## src/rtl/alu_mult_seq_pkg.sv

```systemverilog
// Shared widths, FSM state encodings and shift-register opcodes for the
// ALU-borrowing multiply sequencer.
package alu_mult_seq_pkg;

    localparam int MULT_WIDTH = 16;
    localparam int MULT_CNT_W = 4;

    typedef enum logic [2:0] {
        IDLE   = 3'd0,
        ITER   = 3'd1,
        DONE   = 3'd2,
        NEG_A  = 3'd3,
        NEG_B  = 3'd4,
        FIX_LO = 3'd5,
        FIX_HI = 3'd6
    } state_e;

    typedef enum logic [1:0] {
        SR_LOAD   = 2'd0,
        SR_SHIFT  = 2'd1,
        SR_WR_MQ  = 2'd2,
        SR_WR_ACC = 2'd3
    } sr_op_e;

endpackage

```

## src/rtl/mult_acc_sr.sv

```systemverilog
// 33-bit {carry, acc, mq} register: loads the multiplier, shifts in each ALU
// sum, or overwrites one half (with carry capture) when negating the product.
module mult_acc_sr
    import alu_mult_seq_pkg::*;
#(
    parameter int WIDTH = MULT_WIDTH
) (
    input  logic             clk,
    input  logic             rst_n,
    input  logic             en,
    input  sr_op_e           op,
    input  logic [WIDTH-1:0] ld_val,
    input  logic [WIDTH-1:0] alu_out,
    input  logic             alu_cout,
    output logic [WIDTH-1:0] acc,
    output logic [WIDTH-1:0] mq,
    output logic             c
);

    always_ff @(posedge clk or negedge rst_n) begin
        if (!rst_n) begin
            acc <= '0;
            mq  <= '0;
            c   <= 1'b0;
        end else if (en) begin
            case (op)
                SR_LOAD: begin
                    acc <= '0;
                    mq  <= ld_val;
                    c   <= 1'b0;
                end
                // 33-bit {cout, sum, mq} shifted right by one
                SR_SHIFT:  {acc, mq} <= {alu_cout, alu_out, mq[WIDTH-1:1]};
                SR_WR_MQ: begin
                    mq <= alu_out;
                    c  <= alu_cout;
                end
                SR_WR_ACC: acc <= alu_out;
                default: ;
            endcase
        end
    end

endmodule

```

## src/rtl/alu_mult_seq.sv

```systemverilog
// Radix-2 shift-add multiply sequencer that borrows the shared EX-stage ALU.
// Define MULT_SIGNED_EN to add two's-complement support (NEG_A/NEG_B/FIX_LO/FIX_HI).
module alu_mult_seq
    import alu_mult_seq_pkg::*;
#(
    parameter int WIDTH = MULT_WIDTH,
    parameter int CNT_W = MULT_CNT_W
) (
    input  logic               clk,
    input  logic               rst_n,
    input  logic               req_valid,
    output logic               req_ready,
    input  logic [WIDTH-1:0]   req_a,
    input  logic [WIDTH-1:0]   req_b,
    input  logic               req_signed,
    output logic               resp_valid,
    input  logic               resp_ready,
    output logic [2*WIDTH-1:0] resp_prod,
    output logic               busy,
    output logic               alu_req,
    input  logic               alu_gnt,
    output logic [WIDTH-1:0]   alu_InA,
    output logic [WIDTH-1:0]   alu_InB,
    output logic               alu_Cin,
    output logic               alu_invA,
    output logic               alu_add,
    input  logic [WIDTH-1:0]   alu_Out,
    input  logic               alu_Cout
);

    localparam logic [CNT_W-1:0] CNT_LAST = CNT_W'(WIDTH - 1);

    state_e           state, state_nxt;
    logic [WIDTH-1:0] mcand;
    logic [CNT_W-1:0] cnt;
    logic [WIDTH-1:0] acc, mq;
    logic             sr_c;
    logic             sr_en;
    sr_op_e           sr_op;
    logic             mcand_we;
    logic             start_signed;
    logic             fix_needed;

`ifdef MULT_SIGNED_EN
    logic signed_q;
    logic sign_p_q;
    assign start_signed = req_signed;
    assign fix_needed   = signed_q & sign_p_q;
`else
    logic sig_unused;
    assign start_signed = 1'b0;
    assign fix_needed   = 1'b0;
    assign sig_unused   = ^{req_signed, sr_c};
`endif

    mult_acc_sr #(.WIDTH(WIDTH)) u_sr (
        .clk      (clk),
        .rst_n    (rst_n),
        .en       (sr_en),
        .op       (sr_op),
        .ld_val   (req_b),
        .alu_out  (alu_Out),
        .alu_cout (alu_Cout),
        .acc      (acc),
        .mq       (mq),
        .c        (sr_c)
    );

    assign busy    = (state != IDLE);
    assign alu_add = alu_req;

    always_comb begin
        state_nxt = state;
        req_ready = 1'b0;
        alu_req   = 1'b0;
        alu_InA   = '0;
        alu_InB   = '0;
        alu_Cin   = 1'b0;
        alu_invA  = 1'b0;
        sr_en     = 1'b0;
        sr_op     = SR_LOAD;
        mcand_we  = 1'b0;
        case (state)
            IDLE: begin
                req_ready = 1'b1;
                if (req_valid) begin
                    sr_en     = 1'b1;
                    sr_op     = SR_LOAD;
                    state_nxt = start_signed ? NEG_A : ITER;
                end
            end
            ITER: begin
                alu_req = 1'b1;
                alu_InA = acc;
                alu_InB = mq[0] ? mcand : '0;
                if (alu_gnt) begin
                    sr_en = 1'b1;
                    sr_op = SR_SHIFT;
                    if (cnt == CNT_LAST)
                        state_nxt = fix_needed ? FIX_LO : DONE;
                end
            end
            DONE: begin
                if (resp_valid && resp_ready)
                    state_nxt = IDLE;
            end
`ifdef MULT_SIGNED_EN
            // Negation steps always spend a granted cycle; the write is conditional.
            NEG_A: begin
                alu_req  = 1'b1;
                alu_InA  = mcand;
                alu_invA = 1'b1;
                alu_Cin  = 1'b1;
                if (alu_gnt) begin
                    mcand_we  = mcand[WIDTH-1];
                    state_nxt = NEG_B;
                end
            end
            NEG_B: begin
                alu_req  = 1'b1;
                alu_InA  = mq;
                alu_invA = 1'b1;
                alu_Cin  = 1'b1;
                if (alu_gnt) begin
                    sr_en     = mq[WIDTH-1];
                    sr_op     = SR_WR_MQ;
                    state_nxt = ITER;
                end
            end
            FIX_LO: begin
                alu_req  = 1'b1;
                alu_InA  = mq;
                alu_invA = 1'b1;
                alu_Cin  = 1'b1;
                if (alu_gnt) begin
                    sr_en     = 1'b1;
                    sr_op     = SR_WR_MQ;
                    state_nxt = FIX_HI;
                end
            end
            FIX_HI: begin
                alu_req  = 1'b1;
                alu_InA  = acc;
                alu_invA = 1'b1;
                alu_Cin  = sr_c;
                if (alu_gnt) begin
                    sr_en     = 1'b1;
                    sr_op     = SR_WR_ACC;
                    state_nxt = DONE;
                end
            end
`endif
            default: state_nxt = IDLE;
        endcase
    end

    always_ff @(posedge clk or negedge rst_n) begin
        if (!rst_n) begin
            state      <= IDLE;
            mcand      <= '0;
            cnt        <= '0;
            resp_valid <= 1'b0;
            resp_prod  <= '0;
`ifdef MULT_SIGNED_EN
            signed_q   <= 1'b0;
            sign_p_q   <= 1'b0;
`endif
        end else begin
            state <= state_nxt;
            if (state == IDLE && req_valid) begin
                mcand <= req_a;
                cnt   <= '0;
`ifdef MULT_SIGNED_EN
                signed_q <= req_signed;
                sign_p_q <= req_a[WIDTH-1] ^ req_b[WIDTH-1];
`endif
            end
            if (state == ITER && alu_gnt)
                cnt <= cnt + CNT_W'(1);
            if (mcand_we)
                mcand <= alu_Out;
            // First DONE cycle registers the product; it then holds until taken.
            if (state == DONE) begin
                if (!resp_valid) begin
                    resp_valid <= 1'b1;
                    resp_prod  <= {acc, mq};
                end else if (resp_ready) begin
                    resp_valid <= 1'b0;
                end
            end
        end
    end

endmodule

```

## config.mk

```make
export PLATFORM = sky130hd
export DESIGN_NAME = alu_mult_seq
export DESIGN_NICKNAME = d
export VERILOG_FILES = /design/src/rtl/alu_mult_seq_pkg.sv /design/src/rtl/mult_acc_sr.sv /design/src/rtl/alu_mult_seq.sv
export SDC_FILE = /design/constraint.sdc
export NUM_CORES = 1
export LEC_CHECK = 0
export CORE_UTILIZATION = 47
export CTS_BUF_LIST = sky130_fd_sc_hd__clkbuf_16
export CTS_CLUSTER_DIAMETER = 60
export CTS_CLUSTER_SIZE = 10
export DETAILED_ROUTE_END_ITERATION = 16
export PLACE_DENSITY = 0.85
export SKIP_CTS_REPAIR_TIMING = 1
export SLEW_MARGIN = 15
export SYNTH_ARGS = -nofsm -noshare
export SYNTH_HDL_FRONTEND = slang
export SYNTH_HIERARCHICAL = 1
export SYNTH_SLANG_ARGS = --single-unit
```

## constraint.sdc

```tcl
create_clock -name clk -period 2.37 [get_ports clk]
set_input_delay 0.237 -clock clk [delete_from_list [all_inputs] [get_ports clk]]
set_output_delay 0.237 -clock clk [all_outputs]
set_load 0.1 [all_outputs]
```

==> metrics.md, run 1 <==
| Metric | Value |
|---|---|
| Largest net degree at the start of global routing | `88` |
| Fraction of layout cells with a size suffix above 1 | `30.44%` |
| Final period util | `slightly above 80%` |
| Endpoint type of the worst setup path | `flop` |
| Maxcap violations | `0` |
| Mean area per synthesized cell | `12.19 µm²` |
| R2R depth | `8` |
| Share of power burned in registers | `27.0%` |
| DRT Wirelength | `10390 µm` |
| R2R Path End | `u_sr/mq[15]$_DFFE_PN0P_` |
| Slew at the pin closest to its max-slew limit | `631.9 ps` |
| Setup ws final | `~400 ps` |
| Fin util | `a little over two thirds` |
| VDD IR max | `0.5383 mV` |
| Die area | `0.009327 mm²` |
| Commonest non-fill, non-tap cell in the layout | `dfrtp_1` |
| Dpl cells | `between 500 and 600` |
| NetSw | `around 3.8 mW` |
| Nets@finish | `530` |
| CTS max path bufs | `2` |
| Post-Place Worst Slack | `257.2 ps` |
| Placed inst area | `0.005751 mm²` |
| I/O Pins | `~130` |
| Number of H-tree levels | `3` |
| Clock Skew | `between 6 and 7 ps` |
| Worst path slowest cell | `dfrtp_1` |
| Initial DRC count | `150` |
| Initial antenna violation count | `0` |
| Later-pin clock latency in the skew report | `roughly 330 ps` |
| CP Max Fanout | `18` |
| Clock power share | `19.4%` |
| DRC errors left | `0` |
| P&R area growth vs syn | `45.21%` |
| Vias post-DR | `3225` |
| Fmax | `507.6 MHz` |
| Arr. time, crit path | `2240 ps` |
| Average wire per standard cell | `17.88 µm` |
| Sum of negative setup slack | `0 ps` |
| Final Cell Area | `0.006105 mm²` |
| Most frequent cells in the layout | `87 x dfrtp_1, 52 x clkdlybuf4s50_1, 45 x buf_4, 36 x buf_12, 32 x a22oi_1` |
| Via-to-Cell Ratio | `5.551` |
| Filler-free cell count of the finished design | `581` |
| RePlAce Congestion | `0.8745` |
| Final setup viols | `0` |
| Vias in the first global route | `3137` |
| IO Port Bufs | `122` |
| Tmin final | `1970 ps` |
| Core area | `0.008678 mm²` |
| Die Span Y | `96.58 µm` |
| CP Class | `reg -> reg` |
| Gr usage total | `22.88%` |
| Post-Syn Area | `around 0.0042 mm²` |
| Outcome | `finished, final reports clean` |
| Cell row count | `34` |
| Remaining Overflow, GRT | `0` |
| R2r setup slk | `400 ps` |
| Fin. Hold Viols | `0` |
| TritonCTS clock tree | `built` |
| Critical R2R Launch | `state[1]$_DFFE_PN0P_` |
| Filler cells | `609` |
| CTS clk-pin slew, worst paths | `70 ps` |
| Cells after Synth | `345` |
| RSZ-0062 raised after global routing | `false` |
| Worst slew margin | `57.87%` |
| Starting Density | `48.44%` |
| Buf+Inv Stages, Crit Path | `3` |
| Worst path top cell family by delay | `flip-flops` |
| Logic pwr share | `53.7%` |
| Antenna fix cells | `0` |
| PwrDens | `1367 mW/mm²` |
| Initial DRT Pass Iterations | `5` |
| Crit path cell chain | `nand3b_4, inv_2, inv_1, ha_1, buf_4, nor2_1, a211oi_1, a21o_1` |
| Sw frac | `45.59%` |
| Final slew viol count | `0` |
| Die width | `96.58 µm` |
| Clock root buffer | `clkbuf_16` |
| Critical path startpoint category | `flop` |
| Lkg Pwr | `2.897 nW` |
| Worst EP required | `~2600 ps` |
| DP HPWL | `around 7200 µm` |
| Worst hold-check path type | `in -> async` |
| YS warnings | `6` |
| Largest stage delay, worst path | `480 ps` |
| Fin Hold WS | `444.4 ps` |
| Remaining antenna violation count | `0` |
| Design Power | `8.344 mW` |
| Num CTS Buffers | `9` |
| First-pass GRT wire length | `15820 µm` |
| Total clock sinks | `87` |
| Int Power | `about 4.5 mW` |
-- worst min-delay path, stage by stage --
cell and delay, ps:
dlygate4sd3_1 520, buf_4 110, buf_12 340
-- power groups by stage --
stage / registers [mW] / clock network [mW] / logic, mW
after floorplan: 2.28 / 0 / 2.90
after global placement: 2.22 / 0 / 4.38
after detailed placement: 2.27 / 0 / 4.46
after CTS: 2.25 / 1.64 / 4.49
after global routing: 2.31 / 1.70 / 4.65
final: 2.25 / 1.62 / 4.48
-- worst max path at each step --
stage,start,endpoint,slack (ps),depth (start not counted)
3_3_place_gp,alu_gnt,u_sr/mq[9]$_DFFE_PN0P_,310,9
6_report,state[1]$_DFFE_PN0P_,u_sr/mq[15]$_DFFE_PN0P_,400,8
5_1_grt,state[1]$_DFFE_PN0P_,u_sr/mq[8]$_DFFE_PN0P_,230,8
3_5_place_dp,alu_gnt,u_sr/mq[5]$_DFFE_PN0P_,260,9
2_1_floorplan,state[1]$_DFFE_PN0P_,alu_InA[10],80,3
4_1_cts,state[1]$_DFFE_PN0P_,alu_InB[3],410,4
-- metal layers --
layer | vias to the layer above | global-route usage (%) | share of wire (%)
met5 | - | 0 | 0
met4 | 0 | 10.29 | 3.0
met3 | 24 | 2.973 | 4.2
met2 | 112 | 39.08 | 52
met1 | 1620 | 28.94 | 40
li1 | 1469 | - | -
-- sequential cells by signal (all words and copies together) (netlist names) --
| signal | cells |
|---|---|
| state | 2 |
| mcand | 16 |
| u_sr/acc | 16 |
| u_sr/mq | 16 |
| cnt | 4 |
| resp_valid | 1 |
| resp_prod | 32 |
-- area by class of cell --
type                    count  area (µm²)  share of cell area, %
inverters                   7       26.28                 0.4304
clock buffers               9       225.2                  3.689
flip-flops and latches     87        2177                  35.66
clock inverters             7       118.9                  1.947
multi-input cells         229        1833                  30.03
repair buffers            134        1589                  26.03
well taps                 108       135.1                  2.214
(Power assumes the default switching activity.)
==> run 2: changes to the inputs <==
==> constraint.sdc (replaced) <==
create_clock -name clk -period 1.9 [get_ports clk]
set_input_delay 0.19 -clock clk [delete_from_list [all_inputs] [get_ports clk]]
set_output_delay 0.19 -clock clk [all_outputs]
set_load 0.1 [all_outputs]
==> run 2 against run 1 <==
Sequential share of layout area is 0.93 points lower. Non-clock buffer count rose by 7. Combinational power grew 31%. Via count shrank 1.5%. Die area stayed put. Total power rose by 26%. Clock power rose by 13%. Clock skew is 0.90 ps lower. First-iteration DRC count grew 21%. Utilization rose by 1.9 points. Global-route usage decreased by 0.72 points. Count of clock-buffer cells in the layout is the same. Critical endpoint is now alu_InB[0].
==> metrics.md, run 2 (synthesis results as in run 1) <==
| Metric | Value |
|---|---|
| TritonCTS clock tree | `built` |
| Total clock sinks | `87 (unchanged)` |
| RePlAce Congestion | `0.8531 (-2.4%)` |
| Initial antenna violation count | `0 (unchanged)` |
| Sw frac | `45.09% (-0.50 points)` |
| Largest register FFs | `32 (unchanged)` |
| Tmin final | `1873 ps` |
| Cell row count | `34 (unchanged)` |
| PwrDens | `1678 mW/mm² (+23%)` |
| Starting Density | `48.44% (unchanged)` |
| Via-to-Cell Ratio | `5.401 (-2.7%)` |
| Share of power burned in registers | `26.8% (-0.2 points)` |
| Outcome | `finished, final reports clean` |
| Largest stage delay, worst path | `390 ps (-90 ps)` |
| Endpoint type of the worst setup path | `output pin` |
| Final period util | `98.55%` |
| Reg area | `0.002178 mm² (about the same)` |
| Nets@finish | `537 (+1.3%)` |
| P&R area growth vs syn | `49.20%` |
| Multi-input gate area | `0.001887 mm² (+2.9%)` |
| Average wire per standard cell | `17.13 µm (-4.2%)` |
| Gr usage total | `22.16% (-0.72 points)` |
| Arr. time, crit path | `1680 ps (-560 ps)` |
| Remaining antenna violation count | `0 (unchanged)` |
| Clock Skew | `5.452 ps (-0.9022 ps)` |
| Final setup viols | `0 (unchanged)` |
| IO Port Bufs | `122 (unchanged)` |
| CTS clk-pin slew, worst paths | `60 ps (about the same)` |
| RSZ-0062 raised after global routing | `true` |
| Number of H-tree levels | `3 (unchanged)` |
| VDD IR max | `0.8660 mV (+61%)` |
| Final slew viol count | `0 (unchanged)` |
| Vias post-DR | `3176 (-1.5%)` |
| Commonest non-fill, non-tap cell in the layout | `dfrtp_1` |
| DRT Wirelength | `10070 µm (-3.0%)` |
| Lkg Pwr | `2.964 nW (+2.3%)` |
| NetSw | `4.747 mW (+25%)` |
| Die area | `0.009327 mm² (unchanged)` |
| Logic pwr share | `55.8% (+2.1 points)` |
| Fmax | `534.0 MHz` |
| Worst path top cell family by delay | `simple AND/OR/NAND/NOR gates` |
| CP Max Fanout | `9 (-9)` |
| Fin. Hold Viols | `0 (unchanged)` |
| Initial DRC count | `182 (+21%)` |
| DP HPWL | `7370 µm (+2.3%)` |
| Worst hold-check path type | `in -> async` |
| Filler cells | `585 (-3.9%)` |
| Num CTS Buffers | `9 (unchanged)` |
| Worst slew margin | `59.93% (+2.1 points)` |
| Worst EP required | `1710 ps (-930 ps)` |
| Buf+Inv Stages, Crit Path | `3 (unchanged)` |
| Clock power share | `17.4% (-2.0 points)` |
| Critical path startpoint category | `flop` |
| Placed inst area | `0.005884 mm² (+2.3%)` |
| CP Class | `reg -> out` |
| Sum of negative setup slack | `0 ps (unchanged)` |
| Cell mode on critical path | `buf_6` |
| Crit path cell chain | `buf_6, and2b_2, buf_6, and3_1, buf_12` |
| DRC errors left | `0 (unchanged)` |
| Vias in the first global route | `3021 (-3.7%)` |
| Initial DRT Pass Iterations | `5 (unchanged)` |
| Remaining Overflow, GRT | `0 (unchanged)` |
| I/O Pins | `126 (unchanged)` |
| Later-pin clock latency in the skew report | `330 ps (about the same)` |
| Most frequent cells in the layout | `86 x dfrtp_1, 52 x clkdlybuf4s50_1, 42 x buf_4, 42 x buf_12, 32 x a22oi_1` |
| Slew at the pin closest to its max-slew limit | `601.0 ps (-30.92 ps)` |
| Maxcap violations | `0 (unchanged)` |
| Fin Hold WS | `401.9 ps (-42.51 ps)` |
| Final Cell Area | `0.006272 mm² (+2.7%)` |
| Core area | `0.008678 mm² (unchanged)` |
| Int Power | `5.780 mW (+27%)` |
| CTS max path bufs | `2 (unchanged)` |
| Antenna fix cells | `0 (unchanged)` |
| Clock root buffer | `clkbuf_16` |
| Worst path slowest cell | `dfrtp_1` |
| First-pass GRT wire length | `15460 µm (-2.3%)` |
| Die Span Y | `96.58 µm (unchanged)` |
| Fraction of layout cells with a size suffix above 1 | `37.08% (+6.6 points)` |
| Die width | `96.58 µm (unchanged)` |
| Largest net degree at the start of global routing | `42 (-52%)` |
| Largest Register | `resp_prod` |
| R2r setup slk | `150 ps (-250 ps)` |
==> run 2: cell types whose count changed in the layout (fill, tap and decap cells not counted), sizes merged <==
| cell | delta |
|---|---|
| clkinv | +1 |
| bufinv | -1 |
| buf | +7 |
==> run 2: power groups by stage <==
stage	logic (mW)	clock network (mW)	registers [mW]
global route	6.12	1.96	2.89
floorplan	3.66	0	2.85
global placement	5.66	0	2.81
CTS	5.76	1.87	2.81
finish	5.88	1.83	2.82
detailed placement	5.75	0	2.84
==> run 2: worst register-to-register path, stage by stage, from the launching register on <==
cell      delay, ps
dfrtp_1         390
nand3b_4        170
inv_2            90
inv_1            70
ha_1            340
buf_12          200
nor2_1           70
a211oi_1        260
a21o_1          120
==> run 2: metal layers <==
metal	up-vias	share of wire, %	global-route usage [%]	routed length [µm]
met1	1533	41	28.88	4095
li1	1486	-	-	-
met4	0	0.69	5.270	70
met3	6	9.6	5.947	970
met2	151	49	36.85	4936
met5	-	0	0	0
==> run 2: final timing paths <==
| check | startpoint | to | cells past startpoint |
|---|---|---|---|
| max | state[1]$_DFFE_PN0P_ | alu_InB[0] | 5 |
| min | rst_n | resp_prod[27]$_DFFE_PN0P_ | 2 |
| max reg2reg | state[1]$_DFFE_PN0P_ | u_sr/mq[12]$_DFFE_PN0P_ | 8 |
| min reg2reg | mcand[7]$_DFFE_PN0P_ | mcand[7]$_DFFE_PN0P_ | 1 |
| max in group asynchronous | rst_n | resp_prod[0]$_DFFE_PN0P_ | 3 |
| min in group clk | req_a[12] | mcand[12]$_DFFE_PN0P_ | 2 |
==> run 2: area by class of cell <==
| cell class | instances | area share [%] |
|---|---|---|
| Clock buffer | 9 | 3.591 |
| Timing Repair Buffer | 141 | 27.61 |
| Clock inverter | 7 | 1.416 |
| Sequential cell | 87 | 34.73 |
| Multi-Input combinational cell | 229 | 30.08 |
| Inverter | 7 | 0.4189 |
| Tap cell | 108 | 2.154 |
==> run 2: metrics by stage <==
stage / instances / total power [mW] / setup slack (ps) / utilization (%)
floorplan: 351 / 6.509 / -104.2 / -
global placement: 568 / 8.462 / -4.387 / 67.81
detailed placement: 568 / 8.597 / -111.4 / 67.81
CTS: 584 / 10.44 / -31.84 / 71.42
global route: 588 / 10.97 / -18.29 / 72.28
finish: 588 / 10.53 / 27.46 / 72.28
==> run 3: changes to the inputs <==
--- a/config.mk
+++ b/config.mk
@@ -10,6 +10,7 @@
 export CTS_CLUSTER_DIAMETER = 60
 export CTS_CLUSTER_SIZE = 10
 export DETAILED_ROUTE_END_ITERATION = 16
+export MAX_ROUTING_LAYER = met4
 export PLACE_DENSITY = 0.85
 export SKIP_CTS_REPAIR_TIMING = 1
 export SLEW_MARGIN = 15
==> run 3 against run 2 <==
Utilization unchanged. Hold slack better by 1.8 ps. Clock skew barely moved. Maximum frequency barely moved. Non-clock buffer count did not move.
==> metrics.md, run 3 (synthesis results as in run 1) <==
| Metric | Value |
|---|---|
| Outcome | `finished, final reports clean` |
| Cell mode on critical path | `buf_6` |
| Number of H-tree levels | `3 (unchanged)` |
| Die width | `96.58 µm (unchanged)` |
| Fraction of layout cells with a size suffix above 1 | `37.08% (unchanged)` |
| Share of power burned in registers | `26.8% (about the same)` |
| Fmax | `534.3 MHz (about the same)` |
| Post-Place Worst Slack | `-111.4 ps (unchanged)` |
| PwrDens | `1679 mW/mm² (about the same)` |
| Total clock sinks | `87 (unchanged)` |
| Arr. time, crit path | `1680 ps (about the same)` |
| Design Power | `10.53 mW (about the same)` |
| Reg area | `0.002178 mm² (unchanged)` |
| Average wire per standard cell | `17.19 µm (+0.36%)` |
| I/O Pins | `126 (unchanged)` |
| DRC errors left | `0 (unchanged)` |
| Final slew viol count | `0 (unchanged)` |
| Worst hold-check path type | `in -> async` |
| Placed inst area | `0.005884 mm² (unchanged)` |
| RSZ-0062 raised after global routing | `true` |
| Vias in the first global route | `3022 (+0.033%)` |
| Clock root buffer | `clkbuf_16` |
| NetSw | `4.752 mW (about the same)` |
| CTS max path bufs | `2 (unchanged)` |
| Worst EP required | `1710 ps (about the same)` |
| Clock power share | `17.4% (about the same)` |
| Slew at the pin closest to its max-slew limit | `604.7 ps (+3.731 ps)` |
| Buf+Inv Stages, Crit Path | `3 (unchanged)` |
| Vias post-DR | `3212 (+1.1%)` |
| Logic pwr share | `55.8% (about the same)` |
| P&R area growth vs syn | `49.20% (unchanged)` |
| Final setup viols | `0 (unchanged)` |
| Later-pin clock latency in the skew report | `330 ps (about the same)` |
| Filler cells | `585 (unchanged)` |
| Tmin final | `1872 ps (-0.7705 ps)` |
| Commonest non-fill, non-tap cell in the layout | `dfrtp_1` |
| Worst slew margin | `59.69% (-0.25 points)` |
| Dpl cells | `568 (unchanged)` |
| Die Span Y | `96.58 µm (unchanged)` |
| RePlAce Congestion | `0.8666 (+1.6%)` |
| R2r setup slk | `150 ps (about the same)` |
| Final period util | `98.51% (about the same)` |
| Largest stage delay, worst path | `390 ps (about the same)` |
| Sw frac | `45.12% (about the same)` |
| TritonCTS clock tree | `built` |
| Largest register FFs | `32 (unchanged)` |
| Initial antenna violation count | `0 (unchanged)` |
| Nets@finish | `537 (unchanged)` |
| Int Power | `5.780 mW (about the same)` |
| Worst path slowest cell | `dfrtp_1` |
| Remaining Overflow, GRT | `0 (unchanged)` |
| Lkg Pwr | `2.964 nW (unchanged)` |
| CP Class | `reg -> out` |
| Cell row count | `34 (unchanged)` |
| Antenna fix cells | `0 (unchanged)` |
| Maxcap violations | `0 (unchanged)` |
| Final Cell Area | `0.006272 mm² (unchanged)` |
| Crit path cell chain | `buf_6, and2b_2, buf_6, and3_1, buf_12` |
| VDD IR max | `0.8660 mV (about the same)` |
| Via-to-Cell Ratio | `5.463 (+1.1%)` |
| Worst path top cell family by delay | `simple AND/OR/NAND/NOR gates` |
| Initial DRC count | `179 (-1.6%)` |
| Remaining antenna violation count | `0 (unchanged)` |
| Setup ws final | `28.23 ps (+0.7705 ps)` |
| Fin. Hold Viols | `0 (unchanged)` |
| Starting Density | `48.44% (unchanged)` |
| Die area | `0.009327 mm² (unchanged)` |
| Clock Skew | `5.635 ps (+0.1830 ps)` |
| Critical path startpoint category | `flop` |
| IO Port Bufs | `122 (unchanged)` |
| Largest net degree at the start of global routing | `42 (unchanged)` |
| DRT Wirelength | `10110 µm (+0.36%)` |
| First-pass GRT wire length | `15460 µm (unchanged)` |
| Multi-input gate area | `0.001887 mm² (unchanged)` |
| Initial DRT Pass Iterations | `5 (unchanged)` |
| CP Max Fanout | `9 (unchanged)` |
| Gr usage total | `22.77% (+0.61 points)` |
| Filler-free cell count of the finished design | `588 (unchanged)` |
| CTS clk-pin slew, worst paths | `60 ps (about the same)` |
| Core area | `0.008678 mm² (unchanged)` |
| Largest Register | `resp_prod` |
| Endpoint type of the worst setup path | `output pin` |
| Most frequent cells in the layout | `86 x dfrtp_1, 52 x clkdlybuf4s50_1, 42 x buf_4, 42 x buf_12, 32 x a22oi_1` |
| Num CTS Buffers | `9 (unchanged)` |
| DP HPWL | `7370 µm (unchanged)` |
==> run 3: metrics by stage <==
| stage | hold slack (ps) | util [%] | TNS [ps] |
|---|---|---|---|
| floorplan | -105.6 | - | -1054 |
| detailed placement | 204.4 | 67.81 | -936.2 |
| global route | 431.4 | 72.28 | -219.0 |
| finish | 403.6 | 72.28 | 0 |
| global placement | 196.5 | 67.81 | -12.61 |
| CTS | -157.9 | 71.42 | -215.3 |
==> run 3: worst register-to-register path, stage by stage, from the launching register on <==
cell and delay (ps):
dfrtp_1 390, nand3b_4 170, inv_2 90, inv_1 70, ha_1 330, buf_12 190, nor2_1 70, a211oi_1 260
a21o_1 130
==> run 3: final timing paths <==
path | start | to | depth (start not counted)
max | state[1]$_DFFE_PN0P_ | alu_InB[0] | 5
min | rst_n | resp_prod[27]$_DFFE_PN0P_ | 2
max reg2reg | state[1]$_DFFE_PN0P_ | u_sr/mq[12]$_DFFE_PN0P_ | 8
min reg2reg | mcand[7]$_DFFE_PN0P_ | mcand[7]$_DFFE_PN0P_ | 1
max in group asynchronous | rst_n | mcand[8]$_DFFE_PN0P_ | 3
min in group clk | req_a[12] | mcand[12]$_DFFE_PN0P_ | 2
==> run 3: power groups by stage <==
stage	clock [mW]	sequential [mW]	combinational, mW
finish	1.83	2.82	5.88
global route	1.96	2.89	6.12
CTS	1.87	2.81	5.76
detailed placement	0	2.84	5.75
global placement	0	2.81	5.66
floorplan	0	2.85	3.66
==> run 3: layout make-up <==
class	instances	area share, %
repair buffers	141	27.61
multi-input cells	229	30.08
clock buffers	9	3.591
well taps	108	2.154
inverters	7	0.4189
flip-flops and latches	87	34.73
clock inverters	7	1.416
==> run 3: per-layer routing <==
metal	GRT usage, %	part of all wire (%)
met1	28.93	41
met2	36.97	49
met3	5.556	9.1
met4	5.270	0.64
met5	-	0
